File: src/rtl/convert_2d_to_1d_packer.sv
// Streaming packer: gathers COLS elements of BIT_WIDTH bits (column 0 first) into one flat word.
// Optional column counter output out_cols is enabled by defining CONVERT_2D_TO_1D_PACKER_COUNT_EN.
module convert_2d_to_1d_packer #(
  parameter int BIT_WIDTH = 4,
  parameter int COLS      = 8
) (
  input  logic                      clk,
  input  logic                      rst,
  input  logic                      in_valid,
  output logic                      in_ready,
  input  logic [BIT_WIDTH-1:0]      in_data,
  input  logic                      in_last,
  output logic                      out_valid,
  input  logic                      out_ready,
  output logic [COLS*BIT_WIDTH-1:0] out
`ifdef CONVERT_2D_TO_1D_PACKER_COUNT_EN
  ,
  output logic [$clog2(COLS+1)-1:0] out_cols
`endif
);

  localparam int W  = COLS * BIT_WIDTH;
  localparam int IW = (COLS > 1) ? $clog2(COLS) : 1;

  typedef enum logic {FILL, HOLD} state_t;

  state_t        state;
  logic [IW-1:0] idx;
  logic [W-1:0]  word_buf;
  logic [W-1:0]  fill_word;
  logic [W-1:0]  first_word;
  logic          accept;
  logic          transfer;
  logic          closes_word;

  // Stall only while a finished word is waiting and the consumer is not taking it.
  assign in_ready    = !out_valid || out_ready;
  assign accept      = in_valid && in_ready;
  assign transfer    = out_valid && out_ready;
  assign closes_word = (int'(idx) == COLS - 1) || in_last;

  // NOTE: every always_comb output gets a full default before any partial update, so no latch is inferred.
  always_comb begin
    fill_word = word_buf;
    fill_word[int'(idx)*BIT_WIDTH +: BIT_WIDTH] = in_data;
    first_word = '0;
    first_word[BIT_WIDTH-1:0] = in_data;
  end

  // NOTE: sequential state uses non-blocking assignments only, so every register samples pre-edge values.
  always_ff @(posedge clk or posedge rst) begin
    if (rst) begin
      state     <= FILL;
      out_valid <= 1'b0;
      idx       <= '0;
      // NOTE: the assembly buffer is reset too, so a word cut short by reset leaves no stale columns.
      word_buf  <= '0;
      out       <= '0;
    end else begin
      case (state)
        FILL: begin
          if (accept) begin
            if (closes_word) begin
              out       <= fill_word;
              word_buf  <= '0;
              idx       <= '0;
              state     <= HOLD;
              out_valid <= 1'b1;
            end else begin
              word_buf <= fill_word;
              idx      <= idx + IW'(1);
            end
          end
        end
        HOLD: begin
          if (transfer) begin
            if (accept && (COLS == 1 || in_last)) begin
              // Single-element word completes on the same edge the previous one leaves.
              out <= first_word;
            end else if (accept) begin
              word_buf  <= first_word;
              idx       <= IW'(1);
              state     <= FILL;
              out_valid <= 1'b0;
              out       <= '0;
            end else begin
              state     <= FILL;
              out_valid <= 1'b0;
              out       <= '0;
            end
          end
        end
      endcase
    end
  end

`ifdef CONVERT_2D_TO_1D_PACKER_COUNT_EN
  localparam int CW = $clog2(COLS + 1);

  always_ff @(posedge clk or posedge rst) begin
    if (rst) begin
      out_cols <= '0;
    end else begin
      case (state)
        FILL: begin
          if (accept && closes_word) out_cols <= CW'(idx) + CW'(1);
        end
        HOLD: begin
          if (transfer) out_cols <= (accept && (COLS == 1 || in_last)) ? CW'(1) : '0;
        end
      endcase
    end
  end
`else
  // Column count is not tracked in this build.
`endif

endmodule

File: config.mk
export PLATFORM = sky130hd
export DESIGN_NAME = convert_2d_to_1d_packer
export DESIGN_NICKNAME = d
export VERILOG_FILES = /design/src/rtl/convert_2d_to_1d_packer.sv
export SDC_FILE = /design/constraint.sdc
export NUM_CORES = 1
export LEC_CHECK = 0
export BUFFER_PORTS_ARGS = -buffer_cell sky130_fd_sc_hd__buf_2
export CORE_AREA = 4 4 82 84
export DETAILED_ROUTE_END_ITERATION = 10
export DIE_AREA = 0 0 86 88
export HOLD_SLACK_MARGIN = 0.08
export PLACE_DENSITY = 0.77
export SYNTH_ARGS = -nofsm -noshare
export SYNTH_HDL_FRONTEND = slang
export SYNTH_SLANG_ARGS = --single-unit
File: constraint.sdc
create_clock -name clk -period 3.2 [get_ports clk]
set_clock_uncertainty 0.05 [all_clocks]
set_input_delay 0.64 -clock clk [delete_from_list [all_inputs] [get_ports clk]]
set_output_delay 0.64 -clock clk [all_outputs]
set_load 0.05 [all_outputs]
Word level (Yosys, flattened, before mapping)
Index checks and enable logic that the tools add are counted.
Storage, ports and cells
  bits in registers: 69
  bits of input ports: 9
  output and inout port bits: 34
  logic and storage cells: 53
Operators by class
  add/sub/neg operators: 2
  eq/ne operators: 6
  shift-type cells: 2
  muxes and demuxes: 28
  bitwise operators: 1
  reduce and logical (&&, ||, !) cells: 9
Operator list (number)
  $mux 32: 8
  $pmux 32 s2: 2
  $neg 5->33: 1
  $shift 4x33->32 const A: 1
  $shiftx 4x33->32: 1
  $bwmux 32: 1
  $mux 3: 5
  $mux 1: 8
  $reduce_and 4->1: 2
  $ne 2x2->1 const B: 3
  $pmux 3 s2: 1
  $mux 4: 1
  $ne 2x1->1 const B: 2
  $pmux 1 s2: 2
  $add 3x1->3 const B: 1
  $eq 3x1->1 const B: 1
  $logic_and 1x1->1: 3
  $reduce_and 3->1: 1
  $logic_or 1x1->1: 2
  $logic_not 1->1: 1
  $not 1->1: 1

Longest topological paths before layout
  depth in word-level cells: 7
  gate-level depth with buffers: 9
  mapped depth without buffers: 7

Worst setup path after synthesis
OpenSTA, ideal clock, no wires.
  path kind: reg-to-reg
  start: register idx[0]
  end: register word_buf[0]
  setup time: 0.126 ns
  data arrival time: 2.217 ns
  data required time: 3.024 ns
  setup slack: 0.807 ns
  cell stages (with the launch flop): 9
  buffers on the path: 1
  period minus slack after synthesis: 2.393 ns
  cells stage by stage: dfrtp_1 > inv_1 > ha_1 > ha_1 > buf_6 > nor4b_2 > nand3_2 > mux2_4 > a221o_1
Between the ends
  cells in the longest elaborated chain, start to end: 6
  elaborated cells between the ends (all ways): 9
  classes of those cells: add/sub: 1; eq/ne: 1; shift: 2; mux: 4; reduce/logical: 1
Ends and longest elaborated chain
  from (decl): RTL line 28  | logic [IW-1:0] idx;
  from (signal assigned): RTL line 71  | idx <= idx + IW'(1);
  $neg 5->33: RTL line 45  | fill_word[int'(idx)*BIT_WIDTH +: BIT_WIDTH] = in_data;
  $shiftx 4x33->32 / $shift 4x33->32 (equally long branches): RTL line 45
  $bwmux 32: RTL line 45
  $mux 32 *: RTL line 63  | if (closes_word) begin
  $mux 32 *: RTL line 62  | if (accept) begin
  $pmux 32 s2 *: RTL line 60  | case (state)
  to (signal assigned): RTL line 70  | word_buf <= fill_word;
  to (signal assigned): RTL line 81  | word_buf <= first_word;
  to (decl): RTL line 29  | logic [W-1:0] word_buf;
Mark *: on every way between the ends. The rest lies on a longest branch, timed or not. The select of a mux whose other input is x is not followed.
A chain may end at the register's enable or synchronous reset.

Final worst setup path
Same ends and word-level chain as after synthesis.

==> run summary <==
Grt total ovfl: 0
Fmax: 385 MHz
Area grow syn2layout: 13.3%
Crit-path max FO: 9
Power, Total: 3.31 mW
Share of layout cells above drive strength 1: 19.5%
Routed wire per std cell: 17.2 microns
Gp weighted congestion: 0.821
Commonest non-fill, non-tap cell in the layout: dfrtp_1
Synth Area per Inst: 10.6 sq um
Resized Gates After CTS: 0
Setup violators final: 0
Vias in the first global route: 2469
Hold Path Class: input port to async pin
Tot GR Track Use: 21.3%
WS Path Type: flip-flop to flip-flop
Nets@finish: 362
Slew @ Worst Pin: 1.05 ns
Worst r2r src: idx[0]
DR vias: 2510
Drt first pass iters: 4
DR iter-0 viols: 164
Clock Tree Buf Depth: 2
Clk_lat worst skew: 0.35 ns
Leakage power: 1.81 nW
Status: complete, no violations
Ant diodes: 0
Synth Warn #: 0
Ports: 43
Cells after Synth: 313
Max Cap Viol: 0
Synth Register Bits: 69
Postcts setup bufs: 0
Routed vias/inst: 5.86
Die Span Y: 88 microns
Dominant combinational cell family by area after synthesis: compound AO/OA/AOI/OAI gates
Ratio of total power to cell area: 880 nW/um^2
Area of the multi-input gates: 1460 sq um
Drt drc: 0
Fillers: 477
Placed cells: 412
Clock sink count: 69
Adder-cell share of the synthesized area: 1.88%
Hold Buf Count CTS: 0
Xor/xnor share of the synthesized area: 0%
ANT nets after route: 0
# rows: 28
Final hold vios: 0
Simple-gate share of the synthesized area: 13.3%
Post-synth net total: 327
First-pass GRT wire length: 12.4 mm
Sequential share of the synthesized area: 52.0%
DIE AREA: 7570 sq um
Initial antenna violation count: 0
Period utilization: 81.1%
Crit path capture type: flip-flop
Final core occ: 63.5%
Port buffer count: 42
Peak supply drop: 535 uV
Slew Limit Headroom: 29.6%
Area share of the largest cell type after synthesis: 52.0%
CTS tree: yes
Synth Area in Compound Gates: 18.8%
CTS H-tree depth: 3
Most frequent cells in the layout: dfrtp_1 (69), nand2_1 (47), buf_2 (42)
Predominant post-synthesis flop cell: dfrtp_1
Synth async-reset ratio: 100%
Crit path time final: 2.59 ns
Crit path launch: idx[0]
Finished Layout Cells: 428
Synth area leader: dfrtp_1
Die Span X: 86 microns
Setup TNS: 0 ns
Mux cell area share after synthesis: 9.80%
Cts bufs inserted: 9
Count of cell types in the netlist: 43
Core area: 5920 sq um
Slew Limit Fails: 0
RSZ-0062 raised after global routing: false
Routed WL: 7.36 mm
Post-synth EDFFs: 0
Largest net degree at the start of global routing: 31
Startpoint types: flip-flop
Root buffer cell: clkbuf_8
Post-Synthesis Cell Area: 3320 sq um
Initial Utilization: 56.1%
Hpwl dp: 4.95 mm
WP data required: 3.38 ns
Reg clk slew, reported paths: 0.08 ns
Critical Path AT: 2.77 ns
Seq. cell area: 1730 sq um
Largest cells by area after synthesis: dfrtp_1 (52%), mux2i_1 (9.3%), nand2_1 (5.3%), o21ai_0 (4.8%), a221o_1 (2.4%)
registers in the layout (all words and copies together), names as in the netlist:
| signal | flops |
|---|---|
| word_buf | 32 |
| out | 32 |
| idx | 3 |
| out_valid | 1 |
| state | 1 |
worst paths after layout:
kind,end,cells past startpoint,slack (ns)
worst max-delay path,word_buf[0],7,0.61
worst min-delay path,word_buf[11],2,0.32
worst max register to register,word_buf[0],7,0.61
worst min register to register,out[4],2,0.43
max in group asynchronous,out[28],3,1.99
min in group clk,out[4],2,0.43
critical path: stages, from the launching register on:
cell and delay, ns:
dfrtp_1 0.49, inv_1 0.15, ha_1 0.25, ha_1 0.41, nor4b_2 0.31, nand3_2 0.18, mux2_4 0.33, a221o_1 0.31
power by group:
part / switching [mW] / total [mW] / internal, mW / leakage (nW)
Clock: 0.319 / 0.723 / 0.403 / 0.104
Combinational: 0.953 / 1.38 / 0.429 / 0.761
Sequential: 0.133 / 1.21 / 1.07 / 0.947
final cells by class:
class / count / share of cell area (%)
Sequential cell: 69 / 45.9
Multi-Input combinational cell: 213 / 38.8
Timing Repair Buffer: 47 / 6.58
Clock buffer: 13 / 4.22
Tap cell: 75 / 2.49
Clock inverter: 3 / 1.16
Inverter: 8 / 0.798
synth_stat cells, types with 2 or more instances:
cell / count
a21o_1: 2
a221o_1: 8
a22o_1: 5
a32o_1: 8
and2_1: 2
and3_1: 4
buf_2: 8
buf_6: 2
clkbuf_1: 13
dfrtp_1: 69
ha_1: 5
inv_1: 8
mux2i_1: 31
nand2_1: 47
nand2b_1: 2
nand3_1: 3
nand4_1: 4
nor2_1: 12
nor2b_1: 3
o21ai_0: 32
o21ai_1: 9
o21bai_1: 3
o2bb2ai_1: 8
o31ai_1: 6
per-layer routing:
metal / track usage [%] / vias to the layer above / wire length, microns / part of all wire (%)
met2: 32.2 / 69 / 3440 / 47
met3: 6.11 / 13 / 440 / 6.0
li1: - / 1204 / - / -
met1: 28.8 / 1224 / 3350 / 46
met4: 8.63 / 0 / 131 / 1.8
met5: 0 / - / 0 / 0
through the flow:
stage	hold WS (ns)	setup WS, ns	cell area [sq um]
finish	0.321	0.605	3760
global route	0.374	0.461	3760
CTS	0.341	0.607	3760
detailed placement	0.418	0.600	3560
global placement	0.408	0.712	3560
floorplan	0.406	0.770	3320
cells by family (layout without fill, tap and decap cells):
family                     Yosys count  in the layout
and+or+nand+nor                     88             88
buffers and inverters               31             71
muxes                               32             32
adders and majority gates            5              5
DFF                                 69             69
AOI/OAI and AO/OA                   88             88
No activity file was read; power rests on OpenSTA's default activity.
